## src/rtl/cpu_pkg.sv

```systemverilog
// cpu_pkg -- shared opcodes, FSM state encoding and instruction field helpers for the mini CPU.
// Revision 1.0
`default_nettype none

package cpu_pkg;

  localparam int DEF_PC_WIDTH    = 4;
  localparam int DEF_DATA_WIDTH  = 4;
  localparam int DEF_INSTR_WIDTH = 8;

  localparam logic [3:0] OP_NOP  = 4'h0;
  localparam logic [3:0] OP_LDI  = 4'h1;
  localparam logic [3:0] OP_ADD  = 4'h2;
  localparam logic [3:0] OP_SUB  = 4'h3;
  localparam logic [3:0] OP_AND  = 4'h4;
  localparam logic [3:0] OP_OR   = 4'h5;
  localparam logic [3:0] OP_XOR  = 4'h6;
  localparam logic [3:0] OP_INC  = 4'h7;
  localparam logic [3:0] OP_JMP  = 4'h8;
  localparam logic [3:0] OP_JZ   = 4'h9;
  localparam logic [3:0] OP_JC   = 4'hA;
  localparam logic [3:0] OP_HALT = 4'hF;

  typedef enum logic [1:0] {
    ST_FETCH  = 2'd0,
    ST_DECODE = 2'd1,
    ST_EXEC   = 2'd2,
    ST_HALT   = 2'd3
  } state_t;

  function automatic logic [3:0] instr_opcode(input logic [DEF_INSTR_WIDTH-1:0] instr);
    return instr[7:4];
  endfunction

  function automatic logic [3:0] instr_imm(input logic [DEF_INSTR_WIDTH-1:0] instr);
    return instr[3:0];
  endfunction

endpackage

`default_nettype wire

```

## src/rtl/cpu_alu.sv

```systemverilog
// cpu_alu -- combinational result/carry/write-strobe generation for one decoded opcode.
// Revision 1.0
`default_nettype none

module cpu_alu
  import cpu_pkg::*;
#(
  parameter int DATA_WIDTH = DEF_DATA_WIDTH
) (
  input  logic [3:0]            opcode,
  input  logic [DATA_WIDTH-1:0] a,
  input  logic [DATA_WIDTH-1:0] b,
  input  logic [3:0]            imm,
  input  logic                  carry_in,
  output logic [DATA_WIDTH-1:0] result,
  output logic                  carry_out,
  output logic                  writes
);

  logic [DATA_WIDTH:0] sum;

  always_comb begin
    result    = '0;
    carry_out = carry_in;
    writes    = 1'b0;
    sum       = '0;
    case (opcode)
      OP_LDI: begin
        result = DATA_WIDTH'(imm);
        writes = 1'b1;
      end
      OP_ADD: begin
        sum       = {1'b0, a} + {1'b0, b};
        result    = sum[DATA_WIDTH-1:0];
        carry_out = sum[DATA_WIDTH];
        writes    = 1'b1;
      end
      // the extra MSB of the widened difference is the borrow (set when a < b)
      OP_SUB: begin
        sum       = {1'b0, a} - {1'b0, b};
        result    = sum[DATA_WIDTH-1:0];
        carry_out = sum[DATA_WIDTH];
        writes    = 1'b1;
      end
      OP_AND: begin
        result = a & b;
        writes = 1'b1;
      end
      OP_OR: begin
        result = a | b;
        writes = 1'b1;
      end
      OP_XOR: begin
        result = a ^ b;
        writes = 1'b1;
      end
      OP_INC: begin
        sum       = {1'b0, a} + {{DATA_WIDTH{1'b0}}, 1'b1};
        result    = sum[DATA_WIDTH-1:0];
        carry_out = sum[DATA_WIDTH];
        writes    = 1'b1;
      end
      default: ;
    endcase
  end

endmodule

`default_nettype wire

```

## src/rtl/cpu_control_unit.sv

```systemverilog
// cpu_control_unit -- fetch/decode/execute sequencer owning PC, IR, carry and halt state.
// Revision 1.0
`default_nettype none

module cpu_control_unit
  import cpu_pkg::*;
#(
  parameter int PC_WIDTH    = DEF_PC_WIDTH,
  parameter int DATA_WIDTH  = DEF_DATA_WIDTH,
  parameter int INSTR_WIDTH = DEF_INSTR_WIDTH
) (
  input  logic                   clk,
  input  logic                   reset,
  output logic                   imem_req,
  output logic [PC_WIDTH-1:0]    imem_addr,
  input  logic                   imem_valid,
  input  logic [INSTR_WIDTH-1:0] imem_data,
  input  logic [DATA_WIDTH-1:0]  reg_a,
  input  logic [DATA_WIDTH-1:0]  reg_b,
  output logic                   write_enable,
  output logic [DATA_WIDTH-1:0]  write_data,
  output logic                   carry,
  output logic                   halted,
  output logic [PC_WIDTH-1:0]    pc
);

  state_t                  state;
  logic [INSTR_WIDTH-1:0]  ir;
  logic [PC_WIDTH-1:0]     next_pc;
  logic                    we_q;

  logic [3:0]              opcode;
  logic [PC_WIDTH-1:0]     imm_pc;
  logic [PC_WIDTH-1:0]     branch_pc;
  logic [DATA_WIDTH-1:0]   alu_result;
  logic                    alu_carry;
  logic                    alu_writes;

  assign opcode    = instr_opcode(ir);
  assign imm_pc    = PC_WIDTH'(instr_imm(ir));
  assign imem_addr = pc;
  assign imem_req  = (state == ST_FETCH) && !reset;
  // a reset arriving during EXEC must cancel the strobe before register_file samples it
  assign write_enable = we_q && !reset;

  cpu_alu #(
    .DATA_WIDTH(DATA_WIDTH)
  ) u_alu (
    .opcode   (opcode),
    .a        (reg_a),
    .b        (reg_b),
    .imm      (instr_imm(ir)),
    .carry_in (carry),
    .result   (alu_result),
    .carry_out(alu_carry),
    .writes   (alu_writes)
  );

  // branch decisions use reg_a and carry as seen in DECODE
  always_comb begin
    branch_pc = pc + PC_WIDTH'(1);
    case (opcode)
      OP_JMP:  branch_pc = imm_pc;
      OP_JZ:   if (reg_a == '0) branch_pc = imm_pc;
      OP_JC:   if (carry)       branch_pc = imm_pc;
      default: ;
    endcase
  end

  always_ff @(posedge clk) begin
    if (reset) begin
      state      <= ST_FETCH;
      pc         <= '0;
      ir         <= '0;
      next_pc    <= '0;
      carry      <= 1'b0;
      halted     <= 1'b0;
      we_q       <= 1'b0;
      write_data <= '0;
    end else begin
      case (state)
        ST_FETCH: begin
          we_q <= 1'b0;
          if (imem_valid) begin
            ir    <= imem_data;
            state <= ST_DECODE;
          end
        end
        ST_DECODE: begin
          carry   <= alu_carry;
          we_q    <= alu_writes;
          next_pc <= branch_pc;
          if (alu_writes) write_data <= alu_result;
          state   <= ST_EXEC;
        end
        ST_EXEC: begin
          we_q <= 1'b0;
          pc   <= next_pc;
          if (opcode == OP_HALT) begin
            halted <= 1'b1;
            state  <= ST_HALT;
          end else begin
            state  <= ST_FETCH;
          end
        end
        ST_HALT: begin
          we_q  <= 1'b0;
          state <= ST_HALT;
        end
        default: state <= ST_FETCH;
      endcase
    end
  end

endmodule

`default_nettype wire
```

## config.mk

```make
export PLATFORM = sky130hd
export DESIGN_NAME = cpu_control_unit
export DESIGN_NICKNAME = d
export VERILOG_FILES = /design/src/rtl/cpu_pkg.sv /design/src/rtl/cpu_alu.sv /design/src/rtl/cpu_control_unit.sv
export SDC_FILE = /design/constraint.sdc
export NUM_CORES = 1
export LEC_CHECK = 0
export BUFFER_PORTS_ARGS = -buffer_cell sky130_fd_sc_hd__buf_4
export CORE_ASPECT_RATIO = 0.6
export CORE_MARGIN = 2
export CORE_UTILIZATION = 45
export DETAILED_ROUTE_END_ITERATION = 8
export PLACE_DENSITY = 0.67
export SLEW_MARGIN = 20
export SYNTH_ARGS = -nofsm -noshare
export SYNTH_HDL_FRONTEND = slang
export SYNTH_HIERARCHICAL = 1
export SYNTH_SLANG_ARGS = --single-unit
```

## constraint.sdc

```tcl
create_clock -name clk -period 2.45 [get_ports clk]
set_input_delay 0 -clock clk [delete_from_list [all_inputs] [get_ports clk]]
set_output_delay 0 -clock clk [all_outputs]
set_load 0.05 [all_outputs]
```

==> results.py <==
metrics = {
    "status": {
        "outcome": "complete, no violations",
    },
    "route": {
        "routedWlPerCell_um": 13.6,
        "via_per_inst": 5.26,
        "totalWireLength_mm": 4.06,
        "detail-route-antenna-nets": 0,
        "vias": 1566,
        "drt_iter0_drc": 92,
        "drtPass1Iterations": 4,
        "drcViolationCount": 0,
    },
    "critical_path": {
        "worst_r2r_startpoint": "ir[4]",
        "worstSetupEndpointType": "flip-flop",
        "data_arrival_time_of_the_critical_path_ns": 2.01,
        "startpoint": "ir[4]",
        "critical_path.max_fanout": 18,
        "startpoint_type": "flip-flop",
        "crit_type": "reg2reg",
        "required_arrival_time_at_the_worst_endpoint_ns": 2.66,
        "depth_of_the_most_critical_reg_to_reg_path": 6,
    },
    "die": {
        "io_pins": 35,
        "placement_rows": 17,
        "die_w_um": 84.5,
        "die_height_um": 52.3,
        "initial_util": 0.472,
        "die_area_um2": 4420,
        "floorplan.core_area_um2": 3700,
    },
    "synthesis": {
        "synth_enable_flop_cells": 0,
        "synth.net_count": 251,
        "asyncSetResetFlopFracSynth": 0,
        "post_synth.cell_area_avg_um2": 8.09,
        "yosys-top-cells-area": "dfxtp_1 29%, ha_1 10%, nand2_1 6.0%, a21oi_1 5.7%, mux2i_1 5.2%",
        "synth_cell_types": 48,
        "synthDominantCellAreaShare": 0.286,
        "post_synth_inst_count": 216,
        "ys_warn_count": 6,
        "synth_largest_area_cell": "dfxtp_1",
        "synth-seq-cells": 25,
        "ys_dominant_reg_cell": "dfxtp_1",
        "synth_sequential_area_ratio": 0.286,
        "syn-cell-area_um2": 1750,
    },
    "sta": {
        "fmaxAchievable_ghz": 0.558,
        "finalHoldViolCount": 0,
        "max_slew.worst_pin.slew_ns": 0.534,
        "rsz_0062_raised_after_global_routing": "no",
        "min_period_over_period": 0.732,
        "max_slew_margin": 0.644,
        "hold_slack_ns": 0.0847,
        "finalClockSkew_ns": 0.00601,
        "setup_viol_count_final": 0,
        "fin_ws_ns": 0.657,
        "timing.final.crit_period_ns": 1.79,
        "timing_max_transition_violations_final": 0,
        "totalNegativeSetupSlack_ns": 0,
    },
    "global_route": {
        "antenna_violations_before_repair": 0,
        "grt_first_pass_wirelength_mm": 6.72,
        "track_usage": 0.195,
        "grt.overflow.total": 0,
        "number_of_global_route_vias_before_repair": 1399,
        "grt_max_degree": 32,
    },
    "final_layout": {
        "fraction_of_final_layout_cells_sized_beyond_drive_strength_1": 0.191,
        "final_nets": 287,
        "area_growth_pct": 22.6,
        "core_utilization_of_the_finished_layout": 0.579,
        "fillers": 359,
        "antenna_cells_inserted": 0,
    },
    "power": {
        "power.total_uw": 931,
        "total_switching_power_uw": 283,
        "static-leakage-power_nw": 0.909,
        "power.combinational.fraction": 0.262,
        "int_power_uw": 648,
        "vdd.ir_drop.worst_uv": 303,
        "power.density_nw_per_um2": 435,
        "power.sequential.fraction": 0.472,
        "clock_power_share": 0.266,
        "netSwitchingFraction": 0.304,
    },
    "clock_network": {
        "path_clk_slew_ns": 0.09,
        "cts_sinks": 25,
        "worst_skew_pair.late_latency_ns": 0.27,
        "tritoncts": "yes",
        "h-tree-depth": 1,
        "clk_path_buf_depth": 2,
        "number_of_buffers_inserted_during_clock_tree_synthesis": 3,
        "cts_root_buffer": "clkbuf_8",
    },
    "placement": {
        "detailed_place_hpwl_mm": 3.03,
        "buffers_added_on_ports": 34,
        "pre_cts_ws_ns": 0.666,
        "placer_s_final_routability_congestion_estimate": 0.827,
    },
    "worst_hold_path": {
        "hold_start": "reset",
        "holdPathStages": 2,
        "hold_class": "in2reg",
    },
    "job": {
        "cap_violations": 0,
    },
}
[registers in the layout, summed over array words and instances, names as in the netlist]
register / cells
ir: 8
imem_addr: 4
next_pc: 4
write_data: 4
state: 2
carry: 1
halted: 1
we_q: 1
[cell families (layout without fill, tap and decap cells)]
| logic type | Yosys count | count (layout) | share of synthesized area |
|---|---|---|---|
| and+or+nand+nor | 86 | 86 | 0.245 |
| AOI/OAI and AO/OA | 48 | 48 | 0.194 |
| DFF | 25 | 25 | 0.286 |
| buffers and inverters | 25 | 60 | 0.0637 |
| adders and majority gates | 16 | 16 | 0.123 |
| muxes | 10 | 10 | 0.0580 |
| xor gates and xnor gates | 6 | 6 | 0.0301 |
[power groups by stage]
stage	registers, mW	logic, mW	clock network [mW]
after detailed placement	0.449	0.231	0
after floorplan	0.449	0.155	0
final	0.440	0.244	0.247
after global placement	0.449	0.231	0
after CTS	0.440	0.242	0.253
after global routing	0.443	0.271	0.272
[repair_timing]
| action | 4_1_cts | 5_1_grt |
|---|---|---|
| gates resized for setup | 0 | 0 |
| hold buffers | 8 | 0 |
| buffers inserted | 0 | 0 |
| hold endpoints to repair | 8 | 0 |
[layer usage]
metal | vias up | GRT usage | wire length [um]
met5 | - | 0 | 0
met4 | 0 | 0.0476 | 32
met3 | 4 | 0.0409 | 185
met2 | 30 | 0.278 | 1620
met1 | 713 | 0.298 | 2220
li1 | 819 | - | -
[stage by stage]
| stage | instance area, um^2 | instances |
|---|---|---|
| 3_5_place_dp | 2020 | 286 |
| 6_report | 2140 | 298 |
| 2_1_floorplan | 1750 | 216 |
| 5_1_grt | 2140 | 298 |
| 4_1_cts | 2140 | 298 |
| 3_3_place_gp | 2020 | 286 |
[area by class of cell]
type,instances,area (um^2),share of cell area
multi-input combinational,166,1140,0.530
sequential,25,500,0.234
timing repair buffer,46,365,0.170
tap,47,58.8,0.0274
clock buffer,4,45.0,0.0210
inverter,10,37.5,0.0175
[path summary, 6_finish.rpt]
path / end / slack [ns]
setup / recovery: write_data[3] / 0.66
hold / removal: imem_addr[2] / 0.08
setup reg to reg: write_data[3] / 0.66
hold reg to reg: write_data[0] / 0.46
[worst max-delay path: stages (launching register included)]
cell and delay [ns]:
dfxtp_1 0.66, nand2b_1 0.17, o211ai_1 0.09, or4b_1 0.48, o211ai_1 0.09, nand3_1 0.10
a21oi_1 0.13
[synth_stat cells (all sizes together), types with 2 or more instances]
library cell  number
nand2             29
dfxtp             25
a21oi             20
nor2              19
ha                14
inv               10
mux2i              9
nand3              9
buf                8
clkbuf             7
nor2b              7
nand2b             6
nand3b             5
o211ai             4
xnor2              4
a211oi             3
nor3               3
a2111o             2
a21o               2
fa                 2
o21ai              2
o221ai             2
o22ai              2
xor2               2
[placed cells by master (no fill, tap or decap), drive strengths merged, types with 2 or more instances in the layout]
| cell | instances |
|---|---|
| a2111o | 2 |
| a211oi | 3 |
| a21o | 2 |
| a21oi | 20 |
| buf | 38 |
| clkbuf | 4 |
| dfxtp | 25 |
| dlygate4sd3 | 8 |
| fa | 2 |
| ha | 14 |
| inv | 10 |
| mux2i | 9 |
| nand2 | 29 |
| nand2b | 6 |
| nand3 | 9 |
| nand3b | 5 |
| nor2 | 19 |
| nor2b | 7 |
| nor3 | 3 |
| o211ai | 4 |
| o21ai | 2 |
| o221ai | 2 |
| o22ai | 2 |
| xnor2 | 4 |
| xor2 | 2 |
Note: power is estimated with default switching activity, not from simulation.
